[src/rtl/sc_matrix_scan.sv]
// Row-multiplexing LED matrix scanner. Each row gets a blank interval and then a dwell
// period. An active-low strobe marks the start of each frame.
module sc_matrix_scan #(
    parameter int MATRIX_SCAN_DATAWIDTH = 8,
    parameter int MATRIX_SCAN_ROWS      = 8,
    parameter int MATRIX_SCAN_DWELL     = 50000,
    parameter int MATRIX_SCAN_BLANK     = 50
) (
    input  logic                                              SC_MATRIX_SCAN_CLOCK_50,
    input  logic                                              SC_MATRIX_SCAN_RESET_InHigh,
    input  logic                                              SC_MATRIX_SCAN_enable_InLow,
    input  logic [MATRIX_SCAN_ROWS*MATRIX_SCAN_DATAWIDTH-1:0] SC_MATRIX_SCAN_data_InBUS,
    output logic [MATRIX_SCAN_ROWS-1:0]                       SC_MATRIX_SCAN_row_OutBUS,
    output logic [MATRIX_SCAN_DATAWIDTH-1:0]                  SC_MATRIX_SCAN_col_OutBUS,
    output logic                                              SC_MATRIX_SCAN_frame_OutLow
);

    localparam int COUNT_MAX = (MATRIX_SCAN_DWELL > MATRIX_SCAN_BLANK) ? MATRIX_SCAN_DWELL
                                                                       : MATRIX_SCAN_BLANK;
    localparam int COUNT_W   = (COUNT_MAX > 1) ? $clog2(COUNT_MAX) : 1;
    localparam int INDEX_W   = $clog2(MATRIX_SCAN_ROWS);

    localparam logic [COUNT_W-1:0]          BLANK_LAST = COUNT_W'(MATRIX_SCAN_BLANK - 1);
    localparam logic [COUNT_W-1:0]          DWELL_LAST = COUNT_W'(MATRIX_SCAN_DWELL - 1);
    localparam logic [INDEX_W-1:0]          ROW_LAST   = INDEX_W'(MATRIX_SCAN_ROWS - 1);
    localparam logic [MATRIX_SCAN_ROWS-1:0] ROW_ONE    = MATRIX_SCAN_ROWS'(1);

    typedef enum logic [1:0] {
        SCAN_IDLE,
        SCAN_BLANK,
        SCAN_DRIVE
    } scanState_t;

    scanState_t                       scanState;
    logic [INDEX_W-1:0]               rowIndex;
    logic [COUNT_W-1:0]               phaseCount;
    logic [MATRIX_SCAN_DATAWIDTH-1:0] colSnapshot;
    logic [MATRIX_SCAN_DATAWIDTH-1:0] rowSlices [MATRIX_SCAN_ROWS];

    for (genvar r = 0; r < MATRIX_SCAN_ROWS; r++) begin : gSlice
        assign rowSlices[r] = SC_MATRIX_SCAN_data_InBUS[r*MATRIX_SCAN_DATAWIDTH +: MATRIX_SCAN_DATAWIDTH];
    end

    // Disable overrides every state, so a re-enable always restarts at row 0 with a full blank
    always_ff @(posedge SC_MATRIX_SCAN_CLOCK_50 or posedge SC_MATRIX_SCAN_RESET_InHigh) begin
        if (SC_MATRIX_SCAN_RESET_InHigh) begin
            scanState   <= SCAN_IDLE;
            rowIndex    <= '0;
            phaseCount  <= '0;
            colSnapshot <= '0;
        end else if (SC_MATRIX_SCAN_enable_InLow) begin
            scanState  <= SCAN_IDLE;
            rowIndex   <= '0;
            phaseCount <= '0;
        end else begin
            case (scanState)
                SCAN_IDLE: begin
                    scanState  <= SCAN_BLANK;
                    rowIndex   <= '0;
                    phaseCount <= '0;
                end
                SCAN_BLANK: begin
                    if (phaseCount == BLANK_LAST) begin
                        scanState   <= SCAN_DRIVE;
                        phaseCount  <= '0;
                        colSnapshot <= rowSlices[rowIndex];
                    end else begin
                        phaseCount <= phaseCount + 1'b1;
                    end
                end
                SCAN_DRIVE: begin
                    if (phaseCount == DWELL_LAST) begin
                        scanState  <= SCAN_BLANK;
                        phaseCount <= '0;
                        rowIndex   <= (rowIndex == ROW_LAST) ? '0 : rowIndex + 1'b1;
                    end else begin
                        phaseCount <= phaseCount + 1'b1;
                    end
                end
                default: begin
                    scanState  <= SCAN_IDLE;
                    rowIndex   <= '0;
                    phaseCount <= '0;
                end
            endcase
        end
    end

    // Outputs depend only on registered state, so an async reset blanks them at once
    always_comb begin
        SC_MATRIX_SCAN_row_OutBUS   = '0;
        SC_MATRIX_SCAN_col_OutBUS   = '0;
        SC_MATRIX_SCAN_frame_OutLow = 1'b1;
        if (scanState == SCAN_DRIVE) begin
            SC_MATRIX_SCAN_row_OutBUS   = ROW_ONE << rowIndex;
            SC_MATRIX_SCAN_col_OutBUS   = colSnapshot;
            SC_MATRIX_SCAN_frame_OutLow = !((rowIndex == '0) && (phaseCount == '0));
        end
    end

endmodule

[config.mk]
export PLATFORM = sky130hd
export DESIGN_NAME = sc_matrix_scan
export DESIGN_NICKNAME = d
export VERILOG_FILES = /design/src/rtl/sc_matrix_scan.sv
export SDC_FILE = /design/constraint.sdc
export NUM_CORES = 1
export LEC_CHECK = 0
export CAP_MARGIN = 5
export CORE_ASPECT_RATIO = 1.25
export CORE_UTILIZATION = 45
export DETAILED_ROUTE_END_ITERATION = 7
export PLACE_DENSITY = 0.86
export SETUP_SLACK_MARGIN = 0.4
export SYNTH_ARGS = -nofsm -noshare
export SYNTH_HDL_FRONTEND = slang
export SYNTH_SLANG_ARGS = --single-unit
[constraint.sdc]
create_clock -name SC_MATRIX_SCAN_CLOCK_50 -period 2.12 [get_ports SC_MATRIX_SCAN_CLOCK_50]
set_input_delay 0.424 -clock SC_MATRIX_SCAN_CLOCK_50 [delete_from_list [all_inputs] [get_ports SC_MATRIX_SCAN_CLOCK_50]]
set_output_delay 0.424 -clock SC_MATRIX_SCAN_CLOCK_50 [all_outputs]
set_load 0.03 [all_outputs]
## After elaboration in Yosys (flattened, before gate mapping)

Index checks and enable logic that the tools add are counted.

| cells by class | value |
|---|---|
| $add $sub $neg | 2 |
| magnitude comparators | 1 |
| eq/ne operators | 8 |
| shift-type cells | 1 |
| mux-type cells | 18 |
| bitwise gates (word level) | 2 |
| reductions and logical operators | 8 |

Operator list:

| operator | count |
|---|---|
| 2-to-1 mux 16 bit | 3 |
| 2-to-1 mux 8 bit | 4 |
| one-hot mux 16 bit (2 select lines) | 1 |
| binary-select mux 8 bit (select 3 bit) | 1 |
| adder 16 x 1 -> 16 bit (second input constant) | 1 |
| == test 16 bit (second input constant) | 1 |
| == test 16 x 6 -> 1 bit (second input constant) | 1 |
| logical NOT 16 bit | 1 |
| 2-to-1 mux 3 bit | 3 |
| left shift 1 x 3 -> 8 bit (first input constant) | 1 |
| 2-to-1 mux 2 bit | 3 |
| inequality test 3 bit (second input constant) | 2 |
| one-hot mux 2 bit (3 select lines) | 1 |
| one-hot mux 3 bit (2 select lines) | 1 |
| greater-or-equal comparator 4 bit (second input constant) | 1 |
| NOT 3 -> 4 bit | 1 |
| AND reduction 2 bit | 2 |
| adder 3 x 1 -> 3 bit (second input constant) | 1 |
| == test 3 bit (second input constant) | 1 |
| logical NOT 3 bit | 1 |
| AND reduction 3 bit | 1 |
| == test 2 x 1 -> 1 bit (second input constant) | 1 |
| == test 2 bit (second input constant) | 1 |
| logical NOT 2 bit | 1 |
| other kinds (5) | 5 |

| word-level totals | value |
|---|---|
| bits in registers | 29 |
| bits of input ports | 67 |
| output and inout port bits | 17 |

## Depth between registers and ports, before layout

| logic depth | value |
|---|---|
| depth in word-level cells | 5 |
| gate-level depth with buffers | 7 |
| gate-level depth less buffers | 6 |

## Worst setup path before layout

No wires, ideal clock.

| timing path | value |
|---|---|
| kind | flip-flop to output port |
| start | register rowIndex[1] |
| end | output SC_MATRIX_SCAN_frame_OutLow |
| data arrival time | 1.871 ns |
| setup slack | -0.175 ns |
| cell stages (with the launch flop) | 8 |
| path buffers | 2 |
| cell sequence | dfrtp_1 buf_2 buf_1 inv_1 ha_1 and2_1 and4_1 nand3_1 |

| on the way | value |
|---|---|
| longest elaborated chain between the ends | 4 |

RTL lines:

| element | line | RTL |
|---|---|---|
| start, declared | 35 | `logic [INDEX_W-1:0] rowIndex;` |
| start signal, assigned | 75 | `rowIndex <= (rowIndex == ROW_LAST) ? '0 : rowIndex + 1'b1;` |
| logical NOT 3 bit | 97 | `SC_MATRIX_SCAN_frame_OutLow = !((rowIndex == '0) && (phaseCount == '0));` |
| logical AND 1 bit | 97 |  |
| logical NOT 1 bit | 97 |  |
| 2-to-1 mux 1 bit | 94 | `if (scanState == SCAN_DRIVE) begin` |
| end, declared | 15 | `output logic SC_MATRIX_SCAN_frame_OutLow` |

Every way passes these cells.

## Worst setup path after layout

| timing path | value |
|---|---|
| start | register scanState[0] |
| end | output SC_MATRIX_SCAN_frame_OutLow |

| on the way | value |
|---|---|
| longest elaborated chain between the ends | 2 |

RTL lines:

| element | line | RTL |
|---|---|---|
| start, declared | 34 | `scanState_t scanState;` |
| start signal, assigned | 47 | `scanState <= SCAN_IDLE;` |
| start signal, assigned | 52 | `scanState <= SCAN_IDLE;` |
| start signal, assigned | 58 | `scanState <= SCAN_BLANK;` |
| == test 2 bit | 94 |  |
| 2-to-1 mux 1 bit | 94 |  |

Every way passes these cells.

==> results.py <==
metrics = {
    "clock_tree": {
        "cts_buffers": 5,
        "path_clk_slew_ns": 0.07,
        "cts.sinks": 29,
        "clock_latency_ns": 0.30,
        "clockBufferDepth": 2,
        "cts_tree": "done",
        "ctsRootBufferMaster": "clkbuf_8",
        "h-tree-depth": 2,
    },
    "placement": {
        "dp.final_hpwl_mm": 4.71,
        "place_area_um2": 3250,
        "gp_congestion": 0.865,
        "placed_cells": 356,
        "numPortBuffers": 83,
    },
    "critical_path": {
        "criticalPathCategory": "reg -> out",
        "critical_path_buf_inv_count": 2,
        "cp_slowest_stage_delay_ns": 0.39,
        "path_cells": "inv_2 -> ha_4 -> nor2b_4 -> and2_4 -> and4_4 -> nand3_4 -> buf_6",
        "reg2reg_to": "phaseCount[4]",
        "reg2reg_from": "scanState[0]",
        "crit_slowest_cell": "dfrtp_1",
        "crit_family": "simple AND/OR/NAND/NOR gates",
        "reg2regPathDepth": 11,
        "crit_fanout": 2,
        "end_kind": "primary output",
        "rrSetupSlack_ns": 0.18,
        "worstSetupStartpoint": "scanState[0]",
        "cp.required_ns": 1.70,
        "cp.arrival_ns": 1.63,
        "critPathLaunchType": "flop",
    },
    "detailed_routing": {
        "ant_nets": 0,
        "drc_errors": 0,
        "vias_per_cell": 5.82,
        "dr.pass1.iters": 4,
        "drtIter0Drc": 205,
        "wl_per_cell_um": 22.0,
        "drt_wl_total_mm": 8.62,
        "dr_total_vias": 2275,
    },
    "timing": {
        "fmax_mhz": 487,
        "rsz0062_at_grt": "true",
        "setup_viol": 0,
        "slew_headroom": 0.714,
        "report.final.slew_viol_count": 0,
        "worstMarginPinSlew_ns": 0.428,
        "finalCritPeriodShare": 0.969,
        "finClkSkew_ns": 0.00786,
        "hold_violations": 0,
        "min_period_ns": 2.05,
        "tns_ns": 0,
    },
    "floorplanning": {
        "die_y_um": 81.3,
        "fp.dieW_um": 65.5,
        "coreArea_um2": 4800,
        "pin_count": 84,
        "die-area_um2": 5330,
        "start_util": 0.472,
        "rows": 28,
    },
    "power": {
        "leakage_uw": 0.00155,
        "finalPower_uw": 2230,
        "ir_drop_uv": 506,
        "p_per_area_nw_per_um2": 566,
    },
    "layout": {
        "fin_area_um2": 3940,
        "final_cell_mix": "clkdlybuf4s50_1, nand2_1, buf_6",
        "antenna_cells": 0,
        "nets": 410,
        "final_layout_size_suffix_gt1_frac": 0.465,
        "syn_to_final_growth_pct": 73.7,
        "final_common_cell": "clkdlybuf4s50_1",
        "fin_util": 0.820,
        "fin_cells": 391,
    },
    "outcome": {
        "status": "completed",
    },
    "global_routing": {
        "antenna_found_initial": 0,
        "grt-ovfl-total": 0,
        "grt_pass1_vias": 2206,
        "grt_max_degree": 30,
        "grt_pass1_wl_mm": 11.1,
        "track_usage": 0.283,
    },
    "synth": {
        "yosys-top-cells-area": "dfrtp_1, mux4_2, ha_1, mux2_4, xnor2_1",
        "synth_xor_area_frac": 0.0541,
        "syn_inst": 212,
        "synth_top_family_by_area": "simple AND/OR/NAND/NOR gates",
        "synth-simple-area-share": 0.247,
        "netlist_area_um2": 2270,
        "ys_ff_latch": 29,
        "yosysSeqAreaShare": 0.320,
        "synthFlopType": "dfrtp_1",
        "synth-adder-area-share": 0.0718,
        "async_flop_share": 1.00,
        "syn_avg_cell_area_um2": 10.7,
        "synth.top_cell.area_share": 0.320,
        "synthMuxAreaShare": 0.212,
        "yosysTopAreaCell": "dfrtp_1",
        "syn-num-nets": 292,
        "ys_types": 42,
        "synth_edf_count": 0,
        "synth_compound_area_frac": 0.0486,
        "yosysWarnings": 0,
    },
    "worst_hold_path": {
        "hold_path.class": "in -> async",
    },
    "run": {
        "maxCapViolCount": 0,
    },
}
## registers in the layout, indices dropped and copies added, names as in the netlist
register and count:
phaseCount 16, colSnapshot 8, scanState 2, rowIndex 3
## final cells by class
class,count,area (um^2)
clock buffers,7,96.3
well taps,60,75.1
fillers,253,865
repair buffers,120,1230
inverters,15,66.3
multi-input cells,159,1720
clock inverters,1,5.00
flip-flops and latches,29,738
## repair_timing
item | in CTS | in global routing
setup buffers | 12 | 13
hold buffers | 0 | 0
gates resized for setup | 101 | 69
pin swaps | 7 | 22
endpoints found under the setup margin | 46 | 46
hold endpoints to repair | 0 | 0
gates cloned | 0 | 2
## routing by layer
| metal | routed length, um | global-route usage |
|---|---|---|
| met1 | 3230 | 0.335 |
| met2 | 4550 | 0.489 |
| met3 | 503 | 0.0548 |
| met4 | 335 | 0.133 |
| met5 | 0 | 0 |
## cell usage after synthesis, drive strengths merged (2+ instances only)
cell type and number:
nor4 6, inv 15, buf 5, mux2 8, and2 13, and3 6, clkbuf 4, xnor2 13
o21ai 4, nand3 6, a41oi 2, nand4 4, nor2 20, mux4 16, dfrtp 29, nand2 27
or4 2, o211ai 2, a21oi 3, ha 13, nor3 5
## tightest hold or removal path, stage by stage
cell	delay, ns
clkdlybuf4s50_1	0.39
inv_1	0.05
buf_4	0.35
## where the power goes
group	total, uW	internal (uW)	switching [uW]
clock	541	293	248
sequential	606	577	28.6
combinational	1080	581	500
## stage by stage
| stage | setup WS (ns) | hold WS (ns) |
|---|---|---|
| after global placement | 0.0833 | 0.491 |
| after global routing | 0.0354 | 0.529 |
| after detailed placement | 0.0368 | 0.497 |
| after CTS | 0.101 | 0.508 |
| after floorplan | 0.295 | 0.473 |
| final | 0.0658 | 0.503 |
## kinds of logic (layout without fill, tap and decap cells)
logic type / count (synthesis) / count (layout)
muxes: 24 / 24
AOI/OAI and AO/OA: 13 / 13
adders and majority gates: 13 / 13
DFF: 29 / 29
and+or+nand+nor: 95 / 95
xor gates and xnor gates: 14 / 14
buffers and inverters: 24 / 143
## worst max path at each step
stage	cells after the start	endpoint	slack, ns
after floorplan	7	SC_MATRIX_SCAN_frame_OutLow	0.30
after global placement	5	SC_MATRIX_SCAN_row_OutBUS[2]	0.08
after CTS	7	SC_MATRIX_SCAN_frame_OutLow	0.10
after global routing	7	SC_MATRIX_SCAN_frame_OutLow	0.04
final	7	SC_MATRIX_SCAN_frame_OutLow	0.07
after detailed placement	5	SC_MATRIX_SCAN_row_OutBUS[2]	0.04
Power figures use the tool's default switching activity.
